===== src/rtl/btn_pkg.sv =====
// btn_pkg: shared state encoding and 100 MHz default timing for the button conditioner
package btn_pkg;
  typedef enum logic [1:0] {
    RELEASED    = 2'd0,
    PRESS_CHK   = 2'd1,
    PRESSED     = 2'd2,
    RELEASE_CHK = 2'd3
  } btn_state_t;
  localparam int DEF_DEBOUNCE_CYCLES = 2000000;
  localparam int DEF_REPEAT_DELAY    = 50000000;
  localparam int DEF_REPEAT_PERIOD   = 10000000;
endpackage


===== src/rtl/btn_debounce_ch.sv =====
// btn_debounce_ch: one button channel -- 2-FF synchronizer, debounce FSM and auto-repeat
module btn_debounce_ch
  import btn_pkg::*;
#(
  parameter int DEBOUNCE_CYCLES = DEF_DEBOUNCE_CYCLES,
  parameter int REPEAT_DELAY    = DEF_REPEAT_DELAY,
  parameter int REPEAT_PERIOD   = DEF_REPEAT_PERIOD
) (
  input  logic clk,
  input  logic reset_n,
  input  logic btn,
  input  logic repeat_en,
  output logic level,
  output logic press,
  output logic rel
);
  localparam int RP_MAX = (REPEAT_DELAY > REPEAT_PERIOD) ? REPEAT_DELAY : REPEAT_PERIOD;
  localparam int DB_W = $clog2(DEBOUNCE_CYCLES);
  localparam int RP_W = (RP_MAX > 1) ? $clog2(RP_MAX) : 1;
  localparam logic [DB_W-1:0] DB_LAST = DB_W'(DEBOUNCE_CYCLES - 1);
  localparam logic [RP_W-1:0] RD_LAST = RP_W'(REPEAT_DELAY - 1);
  localparam logic [RP_W-1:0] RP_LAST = RP_W'(REPEAT_PERIOD - 1);
  logic             meta, sync;
  btn_state_t       state, state_n;
  logic [DB_W-1:0]  db_cnt, db_n;
  logic [RP_W-1:0]  rp_cnt, rp_n, rp_lim;
  logic             first_rep, first_n, level_n, press_n, rel_n;
  always_ff @(posedge clk) begin
    if (!reset_n) begin
      meta      <= 1'b0;
      sync      <= 1'b0;
      state     <= RELEASED;
      db_cnt    <= '0;
      rp_cnt    <= '0;
      first_rep <= 1'b0;
      level     <= 1'b0;
      press     <= 1'b0;
      rel       <= 1'b0;
    end else begin
      meta      <= btn;
      sync      <= meta;
      state     <= state_n;
      db_cnt    <= db_n;
      rp_cnt    <= rp_n;
      first_rep <= first_n;
      level     <= level_n;
      press     <= press_n;
      rel       <= rel_n;
    end
  end
  always_comb begin
    state_n = state;
    db_n    = db_cnt;
    rp_n    = rp_cnt;
    first_n = first_rep;
    press_n = 1'b0;
    rel_n   = 1'b0;
    rp_lim  = first_rep ? RD_LAST : RP_LAST;
    case (state)
      RELEASED: if (sync) begin
        state_n = PRESS_CHK;
        db_n    = '0;
      end
      PRESS_CHK: if (!sync) state_n = RELEASED;
      else if (db_cnt == DB_LAST) begin
        state_n = PRESSED;
        press_n = 1'b1;
        rp_n    = '0;
        first_n = 1'b1;
      end else db_n = db_cnt + DB_W'(1);
      // rp_cnt is held across a release check so a rejected glitch resumes the hold timer
      PRESSED: if (!sync) begin
        state_n = RELEASE_CHK;
        db_n    = '0;
      end else if (rp_cnt != rp_lim) rp_n = rp_cnt + RP_W'(1);
      else if (repeat_en) begin
        press_n = 1'b1;
        rp_n    = '0;
        first_n = 1'b0;
      end
      RELEASE_CHK: if (sync) state_n = PRESSED;
      else if (db_cnt == DB_LAST) begin
        state_n = RELEASED;
        rel_n   = 1'b1;
      end else db_n = db_cnt + DB_W'(1);
      default: state_n = RELEASED;
    endcase
    level_n = (state_n == PRESSED) || (state_n == RELEASE_CHK);
  end
endmodule


===== src/rtl/btn_conditioner.sv =====
// btn_conditioner: independent debounce/auto-repeat conditioning of N_BTN raw pushbuttons
module btn_conditioner
  import btn_pkg::*;
#(
  parameter int N_BTN           = 4,
  parameter int DEBOUNCE_CYCLES = DEF_DEBOUNCE_CYCLES,
  parameter int REPEAT_DELAY    = DEF_REPEAT_DELAY,
  parameter int REPEAT_PERIOD   = DEF_REPEAT_PERIOD
) (
  input  logic             clk,
  input  logic             reset_n,
  input  logic [N_BTN-1:0] usr_btn,
  input  logic [N_BTN-1:0] repeat_en,
  output logic [N_BTN-1:0] btn_level,
  output logic [N_BTN-1:0] btn_press,
  output logic [N_BTN-1:0] btn_release
);
  for (genvar i = 0; i < N_BTN; i++) begin : g_ch
    btn_debounce_ch #(
      .DEBOUNCE_CYCLES(DEBOUNCE_CYCLES),
      .REPEAT_DELAY   (REPEAT_DELAY),
      .REPEAT_PERIOD  (REPEAT_PERIOD)
    ) u_ch (
      .clk      (clk),
      .reset_n  (reset_n),
      .btn      (usr_btn[i]),
      .repeat_en(repeat_en[i]),
      .level    (btn_level[i]),
      .press    (btn_press[i]),
      .rel      (btn_release[i])
    );
  end
endmodule


===== config.mk =====
export PLATFORM = sky130hd
export DESIGN_NAME = btn_conditioner
export DESIGN_NICKNAME = d
export VERILOG_FILES = /design/src/rtl/btn_pkg.sv /design/src/rtl/btn_debounce_ch.sv /design/src/rtl/btn_conditioner.sv
export SDC_FILE = /design/constraint.sdc
export NUM_CORES = 1
export LEC_CHECK = 0
export CAP_MARGIN = 25
export CORE_MARGIN = 4
export CORE_UTILIZATION = 35
export DETAILED_ROUTE_END_ITERATION = 6
export SLEW_MARGIN = 10
export SYNTH_ARGS = -nofsm -noshare
export SYNTH_HDL_FRONTEND = slang
export SYNTH_SLANG_ARGS = --single-unit

===== constraint.sdc =====
create_clock -name clk -period 2.7 [get_ports clk]
set_input_delay 0.27 -clock clk [delete_from_list [all_inputs] [get_ports clk]]
set_output_delay 0.27 -clock clk [all_outputs]
set_load 0.01 [all_outputs]

* Yosys cells after proc, flatten, opt, wreduce, memory -nomap -nowiden
Index checks and enable logic that the tools add are counted.
Cells by class: add/sub/neg operators 8, equality and inequality tests 64, muxes and demuxes 128, bitwise operators 5, reduce and logical (&&, ||, !) cells 28
Operators by type and width (number):
- two-way mux 26 bit | 24
- two-way mux 21 bit | 20
- one-hot mux 21 bit (4 select lines) | 4
- one-hot mux 26 bit (2 select lines) | 4
- adder 26 x 1 -> 26 bit, second input constant | 4
- != test 26 bit | 4
- adder 21 x 1 -> 21 bit, second input constant | 4
- == test 21 bit, second input constant | 4
- two-way mux 2 bit | 24
- two-way mux 1 bit | 40
- == test 2 bit, second input constant | 16
- != test 2 x 1 -> 1 bit, second input constant | 16
- != test 2 bit, second input constant | 16
- one-hot mux 2 bit (4 select lines) | 4
- AND reduction 6 bit | 4
- AND reduction 5 bit | 4
- one-hot mux 1 bit (2 select lines) | 8
- AND reduction 4 bit | 4
- != test 3 x 2 -> 1 bit, second input constant | 4
- OR reduction 3 bit | 4
- == test 2 x 1 -> 1 bit, second input constant | 4
- zero test 2 bit | 4
- nonzero test 2 bit | 4
- NOT 1 bit | 5
- logical OR 1 bit | 4
Storage, ports and cells: register bits after elaboration 220, input bits 10, word-level logic and storage cells 269

* Depth between registers and ports, before layout
Gate-level depths: netlist of the first run.
word-level depth 6, mapped depth 11

* Hierarchy
A second synthesis of the first run with hierarchy kept.
Second synthesis, totals: cell total of the unflattened synthesis 1460, area, all modules 12201.7 sq um
By module, submodules not included:
- btn_debounce_ch | times used 4, cells each 365, area each 3050.4 sq um

* Worst setup path before layout of the first run
OpenSTA, ideal clock, no wires.
kind register -> register, start register g_ch[1].u_ch.rp_cnt[18], end register g_ch[1].u_ch.rp_cnt[0], library setup time 0.117 ns, data arrival time 2.324 ns, data required time 2.583 ns, path slack 0.259 ns, stages on the path, launching flop included 9, period minus slack after synthesis 2.441 ns, cell sequence dfxtp_1 -> or4b_2 -> nor4_1 -> o2111a_1 -> buf_2 -> a21boi_0 -> o21ai_1 -> buf_2 -> nor2_1
Between the ends: cells in the longest elaborated chain, start to end 4, elaborated cells on any way between the ends 6
Ends and longest elaborated chain:
- start, declared | line btn_debounce_ch.sv:26 | logic [RP_W-1:0] rp_cnt, rp_n, rp_lim;
- start signal, assigned | line btn_debounce_ch.sv:44 | rp_cnt <= rp_n;
- != test 26 bit (*) | line btn_debounce_ch.sv:75 | end else if (rp_cnt != rp_lim) rp_n = rp_cnt + RP_W'(1);
- two-way mux 26 bit | line btn_debounce_ch.sv:75
- two-way mux 26 bit | line btn_debounce_ch.sv:72 | PRESSED: if (!sync) begin
- one-hot mux 26 bit (2 select lines) | line btn_debounce_ch.sv:59 | case (state)
Every way passes the cells marked *; elsewhere a longest branch is shown, timed or not. The select of a mux whose other input is x is not followed. A chain may end at the register's enable or synchronous reset.

* Final worst setup path of the first run
start register g_ch[0].u_ch.db_cnt[8], end register g_ch[0].u_ch.rp_cnt[18]
Between the ends: cells in the longest elaborated chain, start to end 3
Ends and longest elaborated chain:
- start, declared | line btn_debounce_ch.sv:25 | logic [DB_W-1:0] db_cnt, db_n;
- start signal, assigned | line btn_debounce_ch.sv:43 | db_cnt <= db_n;
- == test 21 bit | line btn_debounce_ch.sv:65 | else if (db_cnt == DB_LAST) begin
- != test 2 x 1 -> 1 bit (no source line)
- AND reduction 5 bit (no source line)
- end signal, assigned | line btn_debounce_ch.sv:44
- end, declared | line btn_debounce_ch.sv:26
Every way passes these cells.

==> run metrics, run 1 <==
Mapped Avg Cell Area=8.10 sq um; arrival time worst endpoint=2950 ps; Vias=10500; CTS tree=built; complex-gate fraction of the synthesized area=16.5%; # Max-Cap Violations=0; Layout Skew=24.5 ps; top post-synthesis cells by area=dfxtp_1 38%, nor2_1 4.8%, a21oi_1 3.9%; post-CTS sizing=0; Final Setup Violations=0; Syn Inst Count=1437; Relative slew margins=39.0%; worst hold path type=primary input to flip-flop; setup repair bufs after CTS=0; metal3 WL=1060 microns; Synth Register Bits=220; Final Cycle Share=93.0%; Seq/Total Area, Yosys=37.8%; row count=66; mux cell area share after synthesis=0.602%; Yosys top cell area share=37.8%; gp weighted congestion=0.851; initial antenna violation count=0; Cell Area, Synth=11600 sq um; gr ovfl total=0; Final nets=1492; Cell variety after synth=73; worst hold stages=2; WHS=236 ps; Port Buffers=21; required time of the worst setup path=3140 ps; Synth Area in Simple Gates=31.4%; routed len/inst=14.1 microns; drt total wl=27000 microns; async set or reset register ratio after synthesis=0%; type of element capturing the critical path=flip-flop; CP max FO=11; wire length on met2=12100 microns; die area=36200 sq um; fin area=13300 sq um; status=completed; Post-CTS Hold Buffers=0; Synth area leader=dfxtp_1; # DRC=0; Pre-antenna DRT Iters=6; placed instance area=12400 sq um; maximum vdd drop=0.499 mV; max-slew violation count=0; critical path type=flip-flop to flip-flop; fin crit period=2510 ps; actual slew at the worst max-slew pin=910 ps; largest net degree at the start of global routing=46; Clock Latency Late Sink=530 ps; Post-Synth Adder-Cell Area=2.58%; Die Y=190 microns; Vias/cell=5.46; Routed Antenna Nets=0; Initial Util=35.6%; Final WS setup=190 ps; vias in the first global route=9725; core area=32700 sq um; total CTS buffers=25; io pins=22; Most used DFF post-synth=dfxtp_1; utilization after layout=40.5%; Static Leak=4.23 nW; xor/xnor cell area share of the yosys netlist=6.70%; Area growth syn-to-layout=13.9%; first-pass GRT wire length=46400 microns; DPL Wire Length=18200 microns; most common cell in the netlist=dfxtp_1; Clock Tree Buf Depth=3; worst reg2reg path depth=6; Ys Warns=0; Max Clk Rate=398 MHz; CTS Sinks=220; main combinational cell family by area after synthesis=simple AND/OR/NAND/NOR gates; clock slew at reported path FFs=60 ps; syn nets=1471; Commonest cells post-synth=220 x dfxtp_1, 149 x nor2_1, 116 x nand2_1; startpoint types=flip-flop; Final Hold Violating Endpoints=0; top sig layer=met4; DIE WIDTH=190 microns; Setup TNS=0 ps; Power Dens Cells=693 nW/um^2; Met1 Wirelength=13400 microns; Setup WS pre-CTS=115 ps; CTS H-tree depth=1; Root Buffer=clkbuf_16; DR iter-0 viols=676; Post-synth EDFFs=0; Tot GR Track Use=14.5%; RSZ-0062 raised after global routing=false; layout cells sized above 1=7.68%
==> final cells by class <==
| cell class | instances | area [sq um] |
|---|---|---|
| inverter | 45 | 169 |
| clock inverter | 8 | 93.8 |
| antenna | 1 | 2.50 |
| sequential | 220 | 4400 |
| clock buffer | 33 | 686 |
| fill | 3333 | 19400 |
| multi-input combinational | 1100 | 6780 |
| tap | 442 | 553 |
| timing repair buffer | 66 | 568 |
==> flip-flops by register name, indices dropped and copies added (netlist names) <==
signal               count
g_ch.u_ch.level          4
g_ch.u_ch.rp_cnt       104
g_ch.u_ch.sync           4
g_ch.u_ch.state          8
g_ch.u_ch.press          4
g_ch.u_ch.meta           4
g_ch.u_ch.db_cnt        84
g_ch.u_ch.first_rep      4
g_ch.u_ch.rel            4
==> cell families (layout without fill, tap and decap cells) <==
family / after synthesis / in the layout
AOI/OAI and AO/OA: 299 / 301
xor gates and xnor gates: 89 / 89
adders and majority gates: 24 / 24
buffers and inverters: 119 / 152
DFF: 220 / 220
muxes: 7 / 7
other: 0 / 1
and+or+nand+nor: 679 / 679
==> power breakdown <==
part           total (mW)  internal, mW  switching, mW
Clock                3.28          1.96           1.32
Combinational        2.40         0.819           1.58
Sequential           3.50          3.38          0.124
==> per-layer routing <==
layer / vias to the layer above / GRT usage, %
li1: 5342 / -
met1: 4934 / 20.3
met2: 162 / 23.7
met3: 25 / 2.23
met4: 0 / 3.01
met5: - / 0
==> per-stage QoR <==
step	std cells	power, mW
after floorplan	1437	5.19
after global placement	1871	5.83
after detailed placement	1871	5.86
after CTS	1912	9.19
after global routing	1914	9.72
final	1915	9.18
==> path summary, 6_finish.rpt <==
path | from | end | slack, ps
setup / recovery | g_ch[0].u_ch.db_cnt[8] | g_ch[0].u_ch.rp_cnt[18] | 190
hold / removal | reset_n | g_ch[2].u_ch.first_rep | 240
setup reg to reg | g_ch[0].u_ch.db_cnt[8] | g_ch[0].u_ch.rp_cnt[18] | 190
hold reg to reg | g_ch[3].u_ch.meta | g_ch[3].u_ch.sync | 430
==> worst max-delay path: stages (launching register included) <==
cell and delay, ps:
dfxtp_1 340, or4b_1 580, nor4_4 330, a41oi_4 210, a21o_2 330, or4_1 480, a21oi_1 150
==> layout by cell type, fill, tap and decap left out, drive strengths merged, types with 5 or more instances in the layout <==
cell type and instances:
dfxtp 220, nor2 149, nand2 116, a21oi 91, nand3 77, o21ai 64, nand4 57, xor2 50
or3 46, inv 46, buf 46, nor3 45, or4 41, xnor2 39, o31ai 33, clkbuf 33
and3 28, nor4 26, ha 24, o211ai 23, and2 21, clkdlybuf4s50 20, and4 16, a31oi 14
a211oi 12, or2 10, nor4bb 9, nor4b 8, a21o 8, mux2i 7, nand2b 5, o2111ai 5
clkinv 5
No activity file was read; power rests on OpenSTA's default activity.
==> run 2: changes to the inputs <==
--- a/config.mk
+++ b/config.mk
@@ -6,9 +6,12 @@
 export NUM_CORES = 1
 export LEC_CHECK = 0
 export CAP_MARGIN = 25
+export CELL_PAD_IN_SITES_DETAIL_PLACEMENT = 0
+export CELL_PAD_IN_SITES_GLOBAL_PLACEMENT = 1
 export CORE_MARGIN = 4
 export CORE_UTILIZATION = 35
 export DETAILED_ROUTE_END_ITERATION = 6
+export PLACE_DENSITY_LB_ADDON = 0.1
 export SLEW_MARGIN = 10
 export SYNTH_ARGS = -nofsm -noshare
 export SYNTH_HDL_FRONTEND = slang
==> run metrics, run 2 (synthesis results as in run 1) <==
status=completed; die area=36200 sq um (unchanged); most frequent cells in the layout=220 x dfxtp_1, 149 x nor2_1, 116 x nand2_1, 91 x a21oi_1, 77 x nand3_1; Final Hold Violating Endpoints=0 (unchanged); initial antenna violation count=0 (unchanged); CTS Sinks=220 (unchanged); clock slew at reported path FFs=60 ps (about the same); routed len/inst=15.2 microns (+7.9%); critical path type=flip-flop to flip-flop; CTS tree=built; Crit-path slowest cell=or4b_1; Root Buffer=clkbuf_16; Max Clk Rate=387 MHz (-2.9%); Die Y=190 microns (unchanged); Clock Latency Late Sink=540 ps (about the same); part of the power in combinational logic=25.6% (-0.5 points); CP max FO=23 (+12); first-pass GRT wire length=49900 microns (+7.5%); drt total wl=29400 microns (+8.9%); Initial Util=35.6% (unchanged); DPL Wire Length=20000 microns (+10%); commonest non-fill, non-tap cell in the layout=dfxtp_1; Reg power frac=37.0% (-1.2 points); Cell Chain, Critical Path=or4b_1, nor4_4, a41oi_2, a21o_4, or4_1, a21oi_1; Relative slew margins=48.0% (+9.0 points); r2r setup slk=120 ps (-70 ps); layout cells sized above 1=8.99% (+1.3 points); Clock Tree Buf Depth=3 (unchanged); fin crit period=2580 ps (+74.0 ps); Tot GR Track Use=15.9% (+1.5 points); Most flops, register=g_ch.u_ch.rp_cnt; largest net degree at the start of global routing=46 (unchanged); Port Buffers=21 (unchanged); required time of the worst setup path=3170 ps (+30 ps); Net Sw Power=3.16 mW (+4.5%); DR iter-0 viols=461 (-32%); RR Startpoint=g_ch[0].u_ch.db_cnt[8]; # diodes=0 (-1); Vias=10500 (-0.086%); type of element capturing the critical path=flip-flop; Area growth syn-to-layout=15.5%; max reg flops=104 (unchanged); Pre-antenna DRT Iters=5 (-1); delay-heaviest family, CP=simple AND/OR/NAND/NOR gates; RSZ-0062 raised after global routing=true; arrival time worst endpoint=3060 ps (+110 ps); WP buf/inv=0 (unchanged); WHS=118 ps (-118 ps); utilization after layout=41.1% (+0.56 points); CP Depth=6 (unchanged); Final nets=1506 (+0.94%); io pins=22 (unchanged); worst hold path type=primary input to flip-flop; Pwr Total=9.47 mW (+3.1%); actual slew at the worst max-slew pin=778 ps (-132 ps); Vias/cell=5.41 (-1.0%); Layout Skew=8.93 ps (-15.5 ps); sw frac=33.4% (+0.45 points); # DRC=0 (unchanged); Cell Int Power=6.30 mW (+2.4%); reg-to-reg endpoint=g_ch[0].u_ch.rp_cnt[25]; # Max-Cap Violations=0 (unchanged); Final Setup Violations=0 (unchanged); row count=66 (unchanged); CTS H-tree depth=1 (unchanged); core area=32700 sq um (unchanged); vias in the first global route=9973 (+2.6%); gp weighted congestion=0.784 (-7.9%); slowest stage delay, CP=590 ps (about the same); total CTS buffers=28 (+12%); biggest regs=g_ch.u_ch.rp_cnt: 104 flops, g_ch.u_ch.db_cnt: 84 flops, g_ch.u_ch.state: 8 flops; DIE WIDTH=190 microns (unchanged); maximum vdd drop=0.504 mV (+0.93%); worst reg2reg path depth=6 (unchanged); gr ovfl total=0 (unchanged); clock power share=37.3% (+1.6 points); Routed Antenna Nets=0 (unchanged); crit path to=g_ch[0].u_ch.rp_cnt[25]; Final Cycle Share=95.7% (+2.7 points); max-slew violation count=0 (unchanged); Worst Setup SP=g_ch[0].u_ch.db_cnt[8]; Power Dens Cells=704 nW/um^2 (+1.7%); Static Leak=4.34 nW (+2.6%); startpoint types=flip-flop
run 2: cell types whose count changed in the layout (fill, tap and decap cells not counted), moves of 2 or more:
cell | before | now
buf_4 | 43 | 53
bufinv_16 | 2 | 0
clkbuf_16 | 25 | 29
clkbuf_8 | 3 | 6
clkinv_2 | 5 | 8
run 2: layout make-up:
| cell class | count | area (sq um) |
|---|---|---|
| inverter | 45 | 169 |
| clock buffer | 41 | 831 |
| multi-input combinational | 1099 | 6780 |
| clock inverter | 8 | 40.0 |
| fill | 3395 | 19300 |
| timing repair buffer | 78 | 659 |
| sequential | 220 | 4400 |
| tap | 442 | 553 |
run 2: power groups by stage:
stage | combinational [mW] | sequential, mW | clock (mW)
CTS | 2.38 | 3.51 | 3.68
floorplan | 1.65 | 3.54 | 0
finish | 2.43 | 3.51 | 3.53
global route | 2.71 | 3.52 | 3.81
detailed placement | 2.37 | 3.58 | 0
global placement | 2.38 | 3.57 | 0
run 2: worst min path at each step:
stage	slack, ps	startpoint	cells after the start	to
CTS	90	reset_n	2	g_ch[2].u_ch.first_rep
floorplan	400	usr_btn[0]	1	g_ch[0].u_ch.meta
detailed placement	430	g_ch[1].u_ch.meta	1	g_ch[1].u_ch.sync
global route	110	reset_n	2	g_ch[2].u_ch.first_rep
finish	120	reset_n	2	g_ch[2].u_ch.first_rep
global placement	420	g_ch[3].u_ch.meta	1	g_ch[3].u_ch.sync
run 2: what timing repair did:
item | in CTS | in global routing
resized for setup | 0 | 7
endpoints found under the setup margin | 0 | 44
buffers inserted | 0 | 1
hold buffers | 0 | 0
run 2: metrics by stage:
step	cells	setup WS (ps)	cell area (sq um)	TNS [ps]
after floorplan	1437	259	11600	0
after global placement	1881	167	12500	0
after detailed placement	1881	105	12500	0
after CTS	1930	85.1	13400	0
after global routing	1933	-44.3	13400	-108
final	1933	116	13400	0
run 2: metal layers:
layer / share of wire [%] / up-vias / GRT usage, %
li1: - / 5382 / -
met1: 52 / 4920 / 22.8
met2: 43 / 112 / 25.3
met3: 3.0 / 40 / 2.62
met4: 1.9 / 0 / 3.43
met5: 0 / - / 0
==> run 3: changes to the inputs <==
--- a/config.mk
+++ b/config.mk
@@ -9,7 +9,7 @@
 export CELL_PAD_IN_SITES_DETAIL_PLACEMENT = 0
 export CELL_PAD_IN_SITES_GLOBAL_PLACEMENT = 1
 export CORE_MARGIN = 4
-export CORE_UTILIZATION = 35
+export CORE_UTILIZATION = 48
 export DETAILED_ROUTE_END_ITERATION = 6
 export PLACE_DENSITY_LB_ADDON = 0.1
 export SLEW_MARGIN = 10
==> run metrics, run 3 (synthesis results as in run 1) <==
status=completed; Clock Latency Late Sink=520 ps (-20 ps); Initial Util=49.1% (+14 points); actual slew at the worst max-slew pin=871 ps (+93.3 ps); DIE WIDTH=164 microns (-14%); die area=26800 sq um (-26%); row count=56 (-15%); initial antenna violation count=0 (unchanged); WHS=181 ps (+63.1 ps); # DRC=0 (unchanged); gr ovfl total=0 (unchanged); Final Cycle Share=96.9% (+1.1 points); commonest non-fill, non-tap cell in the layout=dfxtp_1; most frequent cells in the layout=220 x dfxtp_1, 148 x nor2_1, 116 x nand2_1, 91 x a21oi_1, 77 x nand3_1; CTS tree=built; # Max-Cap Violations=0 (unchanged); fin crit period=2620 ps (+30.9 ps); Static Leak=4.30 nW (-0.87%); Most flops, register=g_ch.u_ch.rp_cnt; Routed Antenna Nets=0 (unchanged); maximum vdd drop=0.694 mV (+38%); Port Buffers=21 (unchanged); Tot GR Track Use=19.7% (+3.8 points); CP Depth=6 (unchanged); Area growth syn-to-layout=13.6%; Root Buffer=clkbuf_16; startpoint types=flip-flop; arrival time worst endpoint=3060 ps (about the same); DPL Wire Length=18300 microns (-8.7%); Vias=10500 (+0.38%); final std cells w/o fill=1804 (-6.7%); Final Setup Violations=0 (unchanged); clock slew at reported path FFs=60 ps (about the same); Storage cell area=4400 sq um (unchanged); max reg flops=104 (unchanged); CP max FO=12 (-48%); Cell Int Power=6.26 mW (-0.67%); Reg power frac=37.6% (+0.6 points); sw frac=32.9% (-0.53 points); CTS Sinks=220 (unchanged); worst reg2reg path depth=6 (unchanged); # diodes=0 (unchanged); worst hold path type=primary input to flip-flop; critical path type=flip-flop to flip-flop; core area=23700 sq um (-28%); type of element capturing the critical path=flip-flop; Vias/cell=5.82 (+7.6%); vias in the first global route=9700 (-2.7%); Pre-antenna DRT Iters=5 (unchanged); Setup WS pre-CTS=20.2 ps (-84.6 ps); io pins=22 (unchanged); Clock Tree Buf Depth=3 (unchanged); clock power share=36.6% (-0.7 points); Max Clk Rate=382 MHz (-1.2%); Die Y=164 microns (-14%); gp weighted congestion=0.840 (+7.2%); Cell Chain, Critical Path=or4bb_1, nor4_4, a41oi_4, a21o_4, or4_1, a21oi_1; area of the multi-input gates=6780 sq um (about the same); Final WS setup=84.8 ps (-30.9 ps); delay-heaviest family, CP=simple AND/OR/NAND/NOR gates; total CTS buffers=26 (-7.1%); max-slew violation count=0 (unchanged); first-pass GRT wire length=46200 microns (-7.5%); placed insts=1756 (-6.6%); worst hold stages=2 (unchanged); Crit-path slowest cell=or4bb_1; Final Hold Violating Endpoints=0 (unchanged); Net Sw Power=3.07 mW (-3.0%); DR iter-0 viols=526 (+14%); Power Dens Cells=706 nW/um^2 (+0.19%); Relative slew margins=41.4% (-6.6 points); CTS H-tree depth=1 (unchanged); biggest regs=g_ch.u_ch.rp_cnt: 104 flops, g_ch.u_ch.db_cnt: 84 flops, g_ch.u_ch.state: 8 flops; drt total wl=26700 microns (-9.4%); slowest stage delay, CP=560 ps (-30 ps); largest net degree at the start of global routing=24 (-48%); WP buf/inv=0 (unchanged); routed len/inst=14.8 microns (-2.9%); layout cells sized above 1=8.55% (-0.44 points); Fillers=2256 (-34%); Layout Skew=10.8 ps (+1.88 ps); required time of the worst setup path=3140 ps (-30 ps); part of the power in combinational logic=25.8% (+0.2 points); Final nets=1503 (-0.20%)
## run 3: cell types whose count changed in the layout (fill, tap and decap cells not counted), moves of 2 or more
cell | before | now
clkinv_2 | 8 | 5
clkbuf_1 | 6 | 3
nor4_2 | 2 | 0
nor4_1 | 23 | 25
clkbuf_16 | 29 | 27
clkinvlp_4 | 0 | 2
## run 3: layout make-up
class / instances / area share (%)
multi-input cells: 1100 / 51.3
flip-flops and latches: 220 / 33.3
clock buffers: 36 / 5.82
repair buffers: 76 / 4.75
well taps: 319 / 3.02
inverters: 45 / 1.28
clock inverters: 8 / 0.530
## run 3: timing repair
action                                  CTS  global route
cloned                                    1             1
resized for setup                         0             5
endpoints found under the setup margin    1            24
pin swaps                                 0             2
hold buffers                              0             0
buffers inserted                          0             1
## run 3: worst paths after layout
path,startpoint,endpoint,slack [ps]
worst min-delay path,reset_n,g_ch[2].u_ch.rel,180
worst max-delay path,g_ch[0].u_ch.db_cnt[18],g_ch[0].u_ch.rp_cnt[19],80
worst max register to register,g_ch[0].u_ch.db_cnt[18],g_ch[0].u_ch.rp_cnt[19],80
worst min register to register,g_ch[2].u_ch.meta,g_ch[2].u_ch.sync,440
## run 3: metal layers
layer | global-route usage [%] | routed length [microns] | share of wire [%]
met1 | 28.3 | 13500 | 51
met2 | 31.9 | 11800 | 44
met3 | 2.28 | 885 | 3.3
met4 | 4.35 | 506 | 1.9
met5 | 0 | 0 | 0
## run 3: metrics by stage
stage | power, mW | instance area [sq um] | setup TNS (ps) | util, %
after floorplan | 5.19 | 11600 | 0 | -
after global placement | 5.85 | 12300 | 0 | 52.0
final | 9.33 | 13200 | 0 | 55.8
after CTS | 9.37 | 13200 | 0 | 55.6
after global routing | 9.86 | 13200 | -11.3 | 55.8
after detailed placement | 5.87 | 12300 | 0 | 52.0
## run 3: power groups by stage
stage	Sequential (mW)	Clock, mW	Combinational, mW
finish	3.50	3.41	2.41
CTS	3.50	3.52	2.35
floorplan	3.54	0	1.65
global route	3.53	3.66	2.68
detailed placement	3.58	0	2.30
global placement	3.57	0	2.28
